===== src/rtl/serial_adder_pkg.sv =====
// Shared types for the bit-serial adder: FSM state encoding.
// The optional signed-overflow output is enabled by SERIAL_ADDER_OVF_EN.
package serial_adder_pkg;

   localparam logic [1:0] ST_IDLE = 2'd0;
   localparam logic [1:0] ST_RUN  = 2'd1;
   localparam logic [1:0] ST_DONE = 2'd2;

   typedef enum logic [1:0] {
      IDLE = ST_IDLE,
      RUN  = ST_RUN,
      DONE = ST_DONE
   } state_t;

endpackage


===== src/rtl/full_adder_cell.sv =====
// Single combinational full-adder bit slice used by serial_adder.
module full_adder_cell (
   input  logic a,
   input  logic b,
   input  logic cin,
   output logic s,
   output logic co
);

   assign s  = a ^ b ^ cin;
   assign co = (a & b) | (a & cin) | (b & cin);

endmodule


===== src/rtl/serial_adder.sv =====
// Bit-serial ripple adder: one bit per clock, LSB first, through one full-adder cell.
// Define SERIAL_ADDER_OVF_EN to add the registered signed-overflow output ovf.
module serial_adder
   import serial_adder_pkg::*;
#(
   parameter int WIDTH = 8
) (
   input  logic             clk,
   input  logic             rst_n,
   input  logic             start,
   input  logic [WIDTH-1:0] a,
   input  logic [WIDTH-1:0] b,
   input  logic             cin,
   output logic             busy,
   output logic             done,
   output logic [WIDTH-1:0] sum,
   output logic             cout,
`ifdef SERIAL_ADDER_OVF_EN
   output logic             ovf,
`endif
   output state_t           dbg_state
);

   localparam int CNT_W = $clog2(WIDTH + 1);
   localparam logic [CNT_W-1:0] LAST = CNT_W'(WIDTH - 1);

   state_t           state;
   logic [WIDTH-1:0] a_sr;
   logic [WIDTH-1:0] b_sr;
   logic [WIDTH-1:0] s_sr;
   logic [WIDTH-1:0] s_sr_next;
   logic [WIDTH-1:0] s_msb;
   logic             carry;
   logic [CNT_W-1:0] cnt;
   logic             bit_s;
   logic             bit_co;
   logic             load;

   assign dbg_state = state;

   // Starts are only accepted while idle or in the done cycle (back-to-back).
   assign load = start && ((state == IDLE) || (state == DONE));

   full_adder_cell u_fa (
      .a   (a_sr[0]),
      .b   (b_sr[0]),
      .cin (carry),
      .s   (bit_s),
      .co  (bit_co)
   );

   // New sum bit enters at the MSB; built without slicing so WIDTH=1 works.
   always_comb begin
      s_msb            = '0;
      s_msb[WIDTH-1]   = bit_s;
      s_sr_next        = (s_sr >> 1) | s_msb;
   end

   always_ff @(posedge clk or negedge rst_n) begin
      if (!rst_n) begin
         state <= IDLE;
         busy  <= 1'b0;
         done  <= 1'b0;
         sum   <= '0;
         cout  <= 1'b0;
`ifdef SERIAL_ADDER_OVF_EN
         ovf   <= 1'b0;
`endif
         a_sr  <= '0;
         b_sr  <= '0;
         s_sr  <= '0;
         carry <= 1'b0;
         cnt   <= '0;
      end else begin
         case (state)
            IDLE, DONE: begin
               done <= 1'b0;
               if (load) begin
                  a_sr  <= a;
                  b_sr  <= b;
                  s_sr  <= '0;
                  carry <= cin;
                  cnt   <= '0;
                  busy  <= 1'b1;
                  state <= RUN;
               end else begin
                  state <= IDLE;
               end
            end
            RUN: begin
               a_sr  <= a_sr >> 1;
               b_sr  <= b_sr >> 1;
               s_sr  <= s_sr_next;
               carry <= bit_co;
               cnt   <= cnt + 1'b1;
               if (cnt == LAST) begin
                  sum   <= s_sr_next;
                  cout  <= bit_co;
`ifdef SERIAL_ADDER_OVF_EN
                  // carry still holds the carry into the MSB on this edge
                  ovf   <= carry ^ bit_co;
`endif
                  busy  <= 1'b0;
                  done  <= 1'b1;
                  state <= DONE;
               end
            end
            default: begin
               busy  <= 1'b0;
               done  <= 1'b0;
               state <= IDLE;
            end
         endcase
      end
   end

endmodule


===== config.mk =====
export PLATFORM = sky130hd
export DESIGN_NAME = serial_adder
export DESIGN_NICKNAME = d
export VERILOG_FILES = /design/src/rtl/serial_adder_pkg.sv /design/src/rtl/full_adder_cell.sv /design/src/rtl/serial_adder.sv
export SDC_FILE = /design/constraint.sdc
export NUM_CORES = 1
export LEC_CHECK = 0
export CORE_AREA = 5 5 69 71
export DETAILED_ROUTE_END_ITERATION = 8
export DIE_AREA = 0 0 74 76
export PLACE_DENSITY = 0.81
export SLEW_MARGIN = 20
export SYNTH_ARGS = -nofsm -noshare
export SYNTH_HDL_FRONTEND = slang
export SYNTH_SLANG_ARGS = --single-unit

===== constraint.sdc =====
create_clock -name clk -period 1.51 [get_ports clk]
set_clock_uncertainty 0.15 [all_clocks]
set_input_delay 0.453 -clock clk [delete_from_list [all_inputs] [get_ports clk]]
set_output_delay 0.453 -clock clk [all_outputs]
set_load 0.005 [all_outputs]

==> metrics.md <==
| Metric | Value |
|---|---|
| Ant. Diodes | 0 |
| Worst endpoint data arrival time | around 1.7 ns |
| Vias in the first global route | 1,336 |
| Die X | roughly 74 µm |
| Initial antenna violation count | 0 |
| Worst flop-to-flop path startpoint | done$_DFFE_PN0P_ |
| Final Hold Viols | 0 |
| GP Congestion | around 0.8 |
| Finished Core Util | a little under 60% |
| Vias | ~1,200 |
| Mux contribution to synthesized area | roughly a tenth |
| Syn nets | 138 |
| Power after layout | 0.00508 W |
| FF+latch count, synth | 40 |
| Rel. slew slack | between 80% and 90% |
| Failing checks | setup timing |
| Worst Path Max Fanout | 9 |
| Pin count of the biggest net entering global routing | roughly 40 |
| Seq/Total Area, Yosys | roughly 57% |
| Clk pin slew, worst setup/hold paths | about 0.070 ns |
| Cells taking the most area after synthesis | dfrtp_1, a22o_1, mux2_4 |
| Max-Cap Viols | 0 |
| Ys Warns | 0 |
| Tmin final | approximately 1.7 ns |
| Clk sinks | 40 |
| Port Buffers | 32 |
| Status | finished with violations |
| Placed Area | roughly 2200 µm² |
| Clk buf depth | 2 |
| Clock root cell | clkbuf_8 |
| Total global routing track utilization | between 10 and 15% |
| Final Cycle Share | 112% |
| Iteration-0 DRC count of the detailed router | a little under 70 |
| Min-Delay Path Depth | 1 |
| Drt total wl | around 3600 µm |
| CP max-delay cell | dfrtp_1 |
| Antenna-violating nets left | 0 |
| Max Freq | ~590 MHz |
| Largest family of logic cells by synthesized area | compound AO/OA/AOI/OAI gates |
| DIE HEIGHT | between 70 and 80 µm |
| Maximum level of the CTS H-tree | 2 |
| Cell variety after synth | 23 |
| Post-synth top area share | between 50% and 60% |
| Worst Max-Slew Pin Slew | around 0.22 ns |
| Pins Over Slew Limit | 0 |
| Initial Util | between 40% and 50% |
| First-pass GRT wire length | roughly 6300 µm |
| Cells after Synth | 116 |
| Critical path type | flip-flop to flip-flop |
| Hold Path Origin | cnt[3]$_DFFE_PN0P_ |
| CTS tree | built |
| Pre-antenna DRT Iters | 4 |
| Fraction of layout cells with a size suffix above 1 | a little under two fifths |
| Post-route setup slack | -0.178 ns |
| Reg2Reg Depth | 6 |
| Crit path cell chain | buf_6 -> buf_6 -> nor2b_4 -> nor2b_4 -> buf_12 -> mux2_4 |
| Kind of start point of the critical path | flip-flop |
| Crit path capture type | flip-flop |
| Total grt overflow | 0 |
| WL/cell | between 15 and 20 µm |
| Num ports | 33 |
| Unrepaired setup endpoints after global routing | true |
| Adder-cell share of the synthesized area | 1.86% |
| Final setup viols | 39 |
| DP HPWL | about 2500 µm |
| Nets | 205 |
| Clk Latency, worst-skew pair | 0.29 ns |
| Post-Syn Area per Cell | between 15 and 20 µm² |
| Post-synthesis xor/xnor area fraction | 0% |
| Reg2Reg Setup Slack | -0.18 ns |
| WP data required | ~1.5 ns |
| RR Endpoint | sum[6]$_DFFE_PN0P_ |
| Row count | 24 |
| Setup TNS | -2.85 ns |
| Die ar. | between 5000 and 6000 µm² |
| Simple-gate share of the synthesized area | under 10% |
| Vias per std cell | 5.17 |
| Synth area leader | dfrtp_1 |
| Peak VDD IR | just over 0.0008 V |
| Total CTS buffers | 5 |
| Synthesis-to-finish area growth | 41.5% |
| Setup WS pre-CTS | -0.391 ns |
| Compound-Gate Fraction of Synth Area | about a fifth |
| PD cells | 2050 nW/µm² |
| Hold Path Class | flip-flop to flip-flop |
| Fin area | around 2500 µm² |
| Hold EP | cnt[3]$_DFFE_PN0P_ |
| DRC Markers | 0 |
| Cell area after synthesis | around 1700 µm² |
| CP max stage delay | ~0.40 ns |
| Lkg Pwr | ~1.3 nW |
| Core ar. | between 4000 and 5000 µm² |
-- synth_stat cells --
| cell | instances |
|---|---|
| dfrtp_1 | 40 |
| a22o_1 | 26 |
| a21o_1 | 15 |
| mux2_4 | 9 |
| buf_6 | 5 |
| buf_4 | 2 |
| mux2i_1 | 2 |
| nor2b_4 | 2 |
| a21o_2 | 1 |
| and2b_4 | 1 |
| buf_12 | 1 |
| buf_2 | 1 |
| fa_1 | 1 |
| ha_1 | 1 |
| mux2_2 | 1 |
| nand2b_1 | 1 |
| nand3b_1 | 1 |
| nand3b_2 | 1 |
| nand4_1 | 1 |
| nor2_1 | 1 |
| nor2_8 | 1 |
| nor2b_1 | 1 |
| o21ai_0 | 1 |
-- state kept, by name (all words and copies together), names as in the netlist --
signal,count
a_sr,8
b_sr,8
sum,8
s_sr,7
cnt,4
busy,1
carry,1
cout,1
dbg_state,1
done,1
-- metrics by stage --
step                instances  hold slack [ns]
floorplan                 116          0.00741
global placement          204            0.282
detailed placement        204            0.293
CTS                       232            0.335
global route              235            0.349
finish                    235            0.333
-- worst max-delay path: cells and delay by family (launching register included) --
family,cells,cell delay (ns)
buffers and inverters,3,0.38
flip-flops,1,0.40
multiplexers,1,0.30
AND/OR/NAND/NOR,2,0.34
-- cells in the final DEF, fill, tap and decap left out, types with 2 or more instances in the layout --
cell type,count
mux2i_1,2
dlygate4sd2_1,2
buf_12,4
clkdlybuf4s50_1,17
mux2_4,10
buf_4,21
clkbuf_8,5
dfrtp_1,40
clkbuf_2,8
clkdlybuf4s15_1,3
a21o_1,15
nor2b_4,2
buf_6,10
a22o_1,26
-- kinds of logic after synthesis --
group                    after synthesis
AND/OR/NAND/NOR                       10
flip-flops                            40
buffers and inverters                  9
AO/OA/AOI/OAI                         43
adder cells (fa/ha/maj)                2
multiplexers                          12
-- where the power goes --
part / total [W] / internal [W] / switching [W]
Combinational: 0.00258 / 0.00167 / 0.000915
Sequential: 0.00184 / 0.00154 / 0.000295
Clock: 0.000660 / 0.000314 / 0.000347
-- cell type report --
class	instances	area [µm²]
Fill cell	320	1700
Sequential cell	40	1000
Timing Repair Buffer	69	676
Multi-Input combinational cell	67	656
Clock buffer	6	72.6
Tap cell	52	65.1
Clock inverter	1	5.00
-- worst max-delay path by stage --
stage,start,to,slack (ns),depth (start not counted)
2_1_floorplan,cnt[0]$_DFFE_PN0P_,cout$_DFFE_PN0P_,0.009,5
3_3_place_gp,start,a_sr[0]$_DFFE_PN0P_,-0.32,5
3_5_place_dp,start,a_sr[3]$_DFFE_PN0P_,-0.39,5
4_1_cts,done$_DFFE_PN0P_,sum[6]$_DFFE_PN0P_,-0.17,6
5_1_grt,done$_DFFE_PN0P_,sum[3]$_DFFE_PN0P_,-0.25,6
6_report,done$_DFFE_PN0P_,sum[6]$_DFFE_PN0P_,-0.18,6
-- per-layer routing --
metal	share of wire, %	track usage [%]	vias to the layer above
li1	-	-	564
met1	41	17.3	609
met2	51	23.5	37
met3	6.1	5.41	6
met4	1.6	4.53	0
met5	0	0	-
-- what timing repair did --
action / in CTS / in global routing
hold endpoints to repair: 40 / 0
pin swaps: 11 / 19
resized for setup: 37 / 12
hold buffers: 1 / 0
buffers inserted: 18 / 4
cloned: 2 / 0
endpoints found under the setup margin: 47 / 49
(Power assumes the default switching activity.)
